## src/rtl/serial_sub_pkg.sv

```systemverilog
// Shared FSM encodings for the bit-serial arithmetic blocks.
// Encodings are fixed so other sequential arithmetic cells can reuse them.
package serial_sub_pkg;

  typedef enum logic [1:0] {
    S_IDLE = 2'd0,
    S_RUN  = 2'd1,
    S_DONE = 2'd2
  } state_t;

endpackage

```

## src/rtl/full_sub.sv

```systemverilog
// Single-bit full subtractor cell: D = A - B - Bi with borrow-out Bo.
// Purely combinational; no latency, no flow control.
module full_sub (
  input  logic A,
  input  logic B,
  input  logic Bi,
  output logic D,
  output logic Bo
);

  assign D  = A ^ B ^ Bi;
  assign Bo = (~A & B) | (~(A ^ B) & Bi);

endmodule

```

## src/rtl/serial_sub.sv

```systemverilog
// Bit-serial subtractor D = A - B - BIN, LSB first, WIDTH cycles per result.
// START is taken only in IDLE/DONE; START during RUN is dropped (no queueing).
module serial_sub
  import serial_sub_pkg::*;
#(
  parameter int WIDTH = 8
) (
  input  logic             CLK,
  input  logic             RST,
  input  logic             START,
  input  logic [WIDTH-1:0] A,
  input  logic [WIDTH-1:0] B,
  input  logic             BIN,
  output logic             BUSY,
  output logic             DONE,
  output logic [WIDTH-1:0] D,
  output logic             BO,
  output logic             OVF
);

  localparam int CW = $clog2(WIDTH);
  localparam logic [CW-1:0] LAST = CW'(WIDTH - 1);

  state_t           state_q;
  state_t           state_d;
  logic             accept;
  logic             last;
  logic [WIDTH-1:0] a_sr;
  logic [WIDTH-1:0] b_sr;
  logic             br_q;
  logic [CW-1:0]    cnt_q;
  logic             d_bit;
  logic             br_next;

  full_sub u_cell (
    .A  (a_sr[0]),
    .B  (b_sr[0]),
    .Bi (br_q),
    .D  (d_bit),
    .Bo (br_next)
  );

  assign last = (cnt_q == LAST);

  always_comb begin
    state_d = state_q;
    accept  = 1'b0;
    case (state_q)
      S_IDLE: begin
        if (START) begin
          accept  = 1'b1;
          state_d = S_RUN;
        end
      end
      S_RUN: begin
        if (last) state_d = S_DONE;
      end
      S_DONE: begin
        // Back-to-back accept keeps throughput at one result per WIDTH+1 cycles.
        if (START) begin
          accept  = 1'b1;
          state_d = S_RUN;
        end else begin
          state_d = S_IDLE;
        end
      end
      default: state_d = S_IDLE;
    endcase
  end

  always_ff @(posedge CLK) begin
    if (RST) begin
      state_q <= S_IDLE;
      BUSY    <= 1'b0;
      DONE    <= 1'b0;
      D       <= '0;
      BO      <= 1'b0;
      OVF     <= 1'b0;
      a_sr    <= '0;
      b_sr    <= '0;
      br_q    <= 1'b0;
      cnt_q   <= '0;
    end else begin
      state_q <= state_d;
      BUSY    <= (state_d == S_RUN);
      DONE    <= (state_d == S_DONE);
      if (accept) begin
        a_sr  <= A;
        b_sr  <= B;
        br_q  <= BIN;
        cnt_q <= '0;
      end else if (state_q == S_RUN) begin
        a_sr  <= a_sr >> 1;
        b_sr  <= b_sr >> 1;
        D     <= {d_bit, D[WIDTH-1:1]};
        br_q  <= br_next;
        cnt_q <= cnt_q + 1'b1;
        // Overflow: borrow into the MSB differs from borrow out of it.
        if (last) begin
          BO  <= br_next;
          OVF <= br_q ^ br_next;
        end
      end
    end
  end

endmodule

```

## config.mk

```make
export PLATFORM = sky130hd
export DESIGN_NAME = serial_sub
export DESIGN_NICKNAME = d
export VERILOG_FILES = /design/src/rtl/serial_sub_pkg.sv /design/src/rtl/full_sub.sv /design/src/rtl/serial_sub.sv
export SDC_FILE = /design/constraint.sdc
export NUM_CORES = 1
export LEC_CHECK = 0
export ABC_AREA = 1
export BUFFER_PORTS_ARGS = -buffer_cell sky130_fd_sc_hd__buf_4
export CAP_MARGIN = 20
export CORE_MARGIN = 2
export CORE_UTILIZATION = 45
export CTS_BUF_LIST = sky130_fd_sc_hd__clkbuf_8
export CTS_CLUSTER_DIAMETER = 150
export DETAILED_ROUTE_END_ITERATION = 7
export PLACE_DENSITY = 0.77
export SLEW_MARGIN = 15
export SYNTH_ARGS = -nofsm -noshare
export SYNTH_HDL_FRONTEND = slang
export SYNTH_SLANG_ARGS = --single-unit
export TNS_END_PERCENT = 10
```

## constraint.sdc

```tcl
create_clock -name CLK -period 1.1 [get_ports CLK]
set_input_delay 0.055 -clock CLK [delete_from_list [all_inputs] [get_ports CLK]]
set_output_delay 0.055 -clock CLK [all_outputs]
set_load 0.02 [all_outputs]
```

==> results.yml, run 1 <==
grt:
  grtUsageTotal_pct: 18.6
  grt_pass1_vias: 1276
  grt_max_degree: 16
  antenna_found_initial: 0
  grt_pass1_wl_mm: 5.68
  grt_overflow_total: 0
synth:
  synth_top_area_share_pct: 43.5
  synthArstFlopShare_pct: 0
  syn_nets: 237
  synth_cell_type_count: 22
  synth_top_family_by_area: "simple AND/OR/NAND/NOR gates"
  synth_fa_ha_area_share_pct: 2.88
  synth-seq-cells: 34
  seq_area_frac_synth_pct: 43.5
  avgSynthCellArea_sq_um: 7.32
  synth_flop_cell: "dfxtp_1"
  synth_compound_area_share_pct: 9.50
  netlist_instances: 214
  synth.area.mux_share_pct: 0
  synth_edf_count: 0
  yosysMostFrequentCell: "nand2_1"
  yosys.area_share.simple_pct: 29.5
  yosysTopAreaCell: "dfxtp_1"
  yosys.area_share.xor_xnor_pct: 1.12
  synth_commonest_cells: "nand2_1 (39), dfxtp_1 (34), nor2_1 (33), inv_1 (30), o21ai_0 (19)"
  ys.warnings.count: 0
  synth_area_sq_um: 1570
  synth_area_leaders: "dfxtp_1 (43%), nand2_1 (9.3%), nor2_1 (7.9%), inv_1 (7.2%), o21ai_0 (6.1%)"
status:
  violations: "negative setup slack"
  status: "finished with violations"
pwr:
  p_per_area_nw_per_um2: 1570
  irDropWorstVdd_v: 0.00107
  p_sw_share_pct: 25.0
  p_total_uw: 3430
  internal_power_uw: 2570
  p_switching_uw: 856
  seq_power_share_pct: 40.8
  pwr-share-comb_pct: 17.8
  power_frac_clock_pct: 41.4
  p_leak_uw: 0.00106
clock_tree:
  clock_path_buffers: 2
  root_buffer: "clkbuf_8"
  cts_htree_levels: 2
  numClockSinks: 34
  cts_buffers: 5
  cts_tree: "yes"
  clk_pin_slew_worst_paths_ns: 0.07
  clock_latency_ns: 0.29
setup_path:
  rr_startpoint: "br_q"
  critPathMaxFanout: 3
  rr_endpoint: "OVF"
  setup.worst_path.class: "reg -> reg"
  critPathRequiredTime_ns: 1.29
  start_kind: "register"
  regToRegSetupSlack_ns: -0.03
  crit_arrival_ns: 1.32
  r2r_cells: 4
  critPathCaptureType: "register"
route:
  avgRoutedWirePerCell_microns: 11.4
  vias_per_cell: 4.62
  num_vias: 1424
  met1_length_mm: 1.57
  drt_iter0_markers: 37
  route.detailed.drc: 0
  dr.max_layer_used: "met4"
  first_pass_iters: 4
  route.met2.wl_mm: 1.69
  wl_met3_microns: 136
  drt.antenna.violating_nets: 0
  drt-total-wl_mm: 3.50
sta:
  drv_slew: 0
  slew_headroom_pct: 81.8
  setup_viol: 1
  fmax_mhz: 881
  rsz0062_at_grt: "yes"
  period_minus_slack_ns: 1.13
  worst_slew_pin_slew_ns: 0.273
  hold_viol: 0
  finClkSkew_ns: 0.00395
  timing.setup.tns_ns: -0.0349
  setup_slack_ns: -0.0349
  period_share_pct: 103
floorplanning:
  die_y_microns: 63
  pin_count: 32
  start_util_pct: 46.9
  coreArea_sq_um: 3340
  die-width_microns: 63
  dieArea_sq_um: 3970
  rows: 21
placement:
  dpl.hpwl_mm: 2.36
  gp_congestion: 0.822
  place_ws_ns: -0.0745
  placedCellCount: 300
  io_buffers: 31
layout:
  stdcell_count: 308
  drive_gt1_share_pct: 35.5
  nNetsFinal: 284
  diodes: 0
  areaGrowthSynthToFinish_pct: 39.5
hold_path:
  hold_class: "in -> reg"
  hold_start: "A[7]"
  min_path_cells: 3
  hold_path_end: "a_sr[7]"
job:
  maxCapViolations: 0
[placed cells by master, fill, tap and decap left out, drive strengths merged]
cell type    instances
buf                 48
nand2               45
nor2                42
dfxtp               34
inv                 32
o21ai               19
nand3               15
a21oi               10
clkbuf               6
xor2                 2
clkinv               2
ha                   2
bufinv               2
nor3                 1
fa                   1
dlygate4sd3          1
[area by class of cell]
cell class	count	area [sq um]
sequential	34	691
fill	299	1150
multi-input combinational	137	754
clock buffer	6	82.6
timing repair buffer	49	387
inverter	34	153
tap	46	57.6
clock inverter	2	60.1
[layer usage]
layer	vias to the layer above	global-route usage, %
li1	745	-
met4	0	10.8
met2	35	29.4
met1	633	22.2
met3	11	5.41
met5	-	0
[how the worst max path moves through the flow]
stage                       start   to  depth (start not counted)
after floorplan           a_sr[0]  OVF                          5
after global placement    a_sr[0]  OVF                          5
after detailed placement  a_sr[0]  OVF                          5
after CTS                    br_q  OVF                          4
after global routing         br_q  OVF                          4
final                        br_q  OVF                          4
[per-stage QoR]
| step | hold WS [ns] | instance area [sq um] | utilization, % |
|---|---|---|---|
| floorplan | 0.190 | 1570 | - |
| global placement | 0.290 | 1950 | 58.5 |
| detailed placement | 0.295 | 1950 | 58.5 |
| CTS | 0.0261 | 2120 | 63.5 |
| global route | 0.0295 | 2180 | 65.5 |
| finish | 0.0285 | 2180 | 65.5 |
[sequential cells by signal, summed over array words and instances, names as in the netlist]
name     count
DONE         1
BO           1
OVF          1
state_q      2
cnt_q        3
BUSY         1
a_sr         8
D            8
b_sr         8
br_q         1
[kinds of logic (layout without fill, tap and decap cells)]
kind of cell | Yosys count | after routing
and+or+nand+nor | 102 | 103
AOI/OAI and AO/OA | 29 | 29
buffers and inverters | 44 | 91
xor gates and xnor gates | 2 | 2
adders and majority gates | 3 | 3
DFF | 34 | 34
[critical path, stage by stage, from the launching register on]
cell and delay (ns):
dfxtp_2 0.33, fa_2 0.41, xor2_1 0.16, nor2_2 0.08, nor2_1 0.04
[repair_timing]
item / 4_1_cts / 5_1_grt
setup buffers: 0 / 0
pin swaps: 1 / 2
gates cloned: 0 / 1
endpoints found under the setup margin: 17 / 27
endpoints found under the hold margin: 1 / 0
hold buffers: 1 / 0
resized for setup: 14 / 18
[power groups by stage]
stage                     combinational (uW)  sequential [uW]  clock [uW]
after CTS                                606             1390        1440
final                                    611             1400        1420
after detailed placement                 589             1410           0
after floorplan                          342             1430           0
after global routing                     681             1410        1520
after global placement                   575             1400           0
Power figures use the tool's default switching activity.
==> run 2: changes to the inputs <==
--- a/config.mk
+++ b/config.mk
@@ -13,7 +13,7 @@
 export CTS_BUF_LIST = sky130_fd_sc_hd__clkbuf_8
 export CTS_CLUSTER_DIAMETER = 150
 export DETAILED_ROUTE_END_ITERATION = 7
-export PLACE_DENSITY = 0.77
+export PLACE_DENSITY = 0.75
 export SLEW_MARGIN = 15
 export SYNTH_ARGS = -nofsm -noshare
 export SYNTH_HDL_FRONTEND = slang
==> constraint.sdc (replaced) <==
create_clock -name CLK -period 1.14 [get_ports CLK]
set_input_delay 0.057 -clock CLK [delete_from_list [all_inputs] [get_ports CLK]]
set_output_delay 0.057 -clock CLK [all_outputs]
set_load 0.02 [all_outputs]
==> run 2 against run 1 <==
First-iteration DRC count grew 22%. Routed wire length shrank 6.7%. Sequential power fell by 4%. Clock power is 36% lower. Critical path depth did not move. Core utilization shrank 2.8 points. Clock skew increased by 0.0022 ns. The run still ends with negative setup slack left.
==> results.yml, run 2 (synthesized netlist as in run 1, its figures left out) <==
pwr:
  p_per_area_nw_per_um2: 1340
  p_sw_share_pct: 28.3
  internal_power_uw: 2010
  p_leak_uw: 0.00102
  power_frac_clock_pct: 32.3
  seq_power_share_pct: 47.6
  pwr-share-comb_pct: 20.2
  irDropWorstVdd_v: 0.000785
  p_switching_uw: 794
setup_path:
  crit_path_max_incr_delay_ns: 0.41
  crit_chain: "fa_2 -> xor2_1 -> nor2_1 -> nor2_1"
  rr_startpoint: "br_q"
  critPathMaxFanout: 3
  r2r_cells: 4
  cpMaxStageDelayCell: "fa_2"
  setup.worst_path.class: "reg -> reg"
  crit_arrival_ns: 1.37
  start_kind: "register"
  critPathCaptureType: "register"
  crit_path_start: "br_q"
  path_common_cell: "nor2_1"
  critPathRequiredTime_ns: 1.32
floorplanning:
  pin_count: 32
  rows: 21
  dieArea_sq_um: 3970
  die_y_microns: 63
  start_util_pct: 46.9
  coreArea_sq_um: 3340
  die-width_microns: 63
layout:
  final_common_cell: "buf_4"
  nNetsFinal: 282
  fin_area_sq_um: 2090
  diodes: 0
  final_cell_mix: "buf_4 (41), nand2_1 (39), nor2_1 (31)"
  nFillCells: 319
  areaGrowthSynthToFinish_pct: 33.5
  drive_gt1_share_pct: 33.1
  reg.largest.list: "D x8, a_sr x8, b_sr x8"
sta:
  period_share_pct: 104
  setup_slack_ns: -0.0499
  finClkSkew_ns: 0.00612
  worst_slew_pin_slew_ns: 0.208
  slew_headroom_pct: 86.0
  drv_slew: 0
  fmax_mhz: 840
  rsz0062_at_grt: "yes"
  period_minus_slack_ns: 1.19
  whs_ns: 0.0346
  hold_viol: 0
  setup_viol: 1
  timing.setup.tns_ns: -0.0499
clock_tree:
  clock_path_buffers: 2
  clk_pin_slew_worst_paths_ns: 0.07
  root_buffer: "clkbuf_8"
  cts_htree_levels: 2
  cts_tree: "yes"
  cts_buffers: 5
  clock_latency_ns: 0.29
  numClockSinks: 34
grt:
  grt_pass1_vias: 1311
  grtUsageTotal_pct: 17.8
  grt_overflow_total: 0
  grt_pass1_wl_mm: 5.55
  grt_max_degree: 19
  antenna_found_initial: 0
status:
  violations: "negative setup slack"
  status: "finished with violations"
route:
  drt.antenna.violating_nets: 0
  vias_per_cell: 4.51
  avgRoutedWirePerCell_microns: 10.7
  drt-total-wl_mm: 3.27
  num_vias: 1381
  route.detailed.drc: 0
  first_pass_iters: 4
  drt_iter0_markers: 45
placement:
  gp_congestion: 0.782
  dpl.hpwl_mm: 2.26
  place_ws_ns: -0.0351
  placed_cell_area_sq_um: 1880
  io_buffers: 31
hold_path:
  hold_start: "A[7]"
  min_path_cells: 3
  hold_class: "in -> reg"
job:
  maxCapViolations: 0
[run 2: per-layer routing]
metal  GRT usage (%)  routed length, microns
met1            20.7                    1570
met2            30.3                    1540
met3            5.59                     115
met4            6.67                      43
met5               0                       0
[run 2: area by class of cell]
class,instances,area [sq um],share of cell area (%)
multi-input combinational,136,724,34.6
sequential,34,688,32.9
timing repair buffer,47,382,18.2
inverter,34,140,6.70
clock buffer,6,82.6,3.95
tap,46,57.6,2.75
clock inverter,2,8.76,0.419
timing repair inverter,1,8.76,0.419
[run 2: worst paths after layout]
check                           slack, ns  endpoint
worst min register to register       0.47   a_sr[7]
worst min-delay path                 0.03   a_sr[7]
worst max-delay path                -0.05       OVF
worst max register to register      -0.05       OVF
[run 2: through the flow]
step           std cells  total power (uW)  utilization [%]
5_1_grt              306              2980             62.7
2_1_floorplan        214              1710                -
6_report             306              2810             62.7
4_1_cts              302              2800             59.8
3_5_place_dp         292              1880             56.2
3_3_place_gp         292              1870             56.2
[run 2: worst max-delay path, delay by kind of cell, from the launching register on]
family | cells | cell delay [ns]
XOR/XNOR | 1 | 0.16
adder cells (fa/ha/maj) | 1 | 0.41
flip-flops | 1 | 0.33
AND/OR/NAND/NOR | 2 | 0.18
[run 2: power by group through the flow]
stage                     Clock [uW]  Sequential (uW)  Combinational, uW
after floorplan                    0             1380                329
after global placement             0             1360                517
after detailed placement           0             1360                523
after CTS                        929             1330                536
after global routing            1000             1350                636
final                            905             1340                566
[run 2: timing repair]
action                                 in CTS  in global routing
hold buffers                                2                  0
gates resized for setup                     5                 23
pin swaps                                   2                  8
setup endpoints to repair                  10                 32
endpoints found under the hold margin       2                  0
buffers inserted                            0                  3
gates cloned                                0                  1
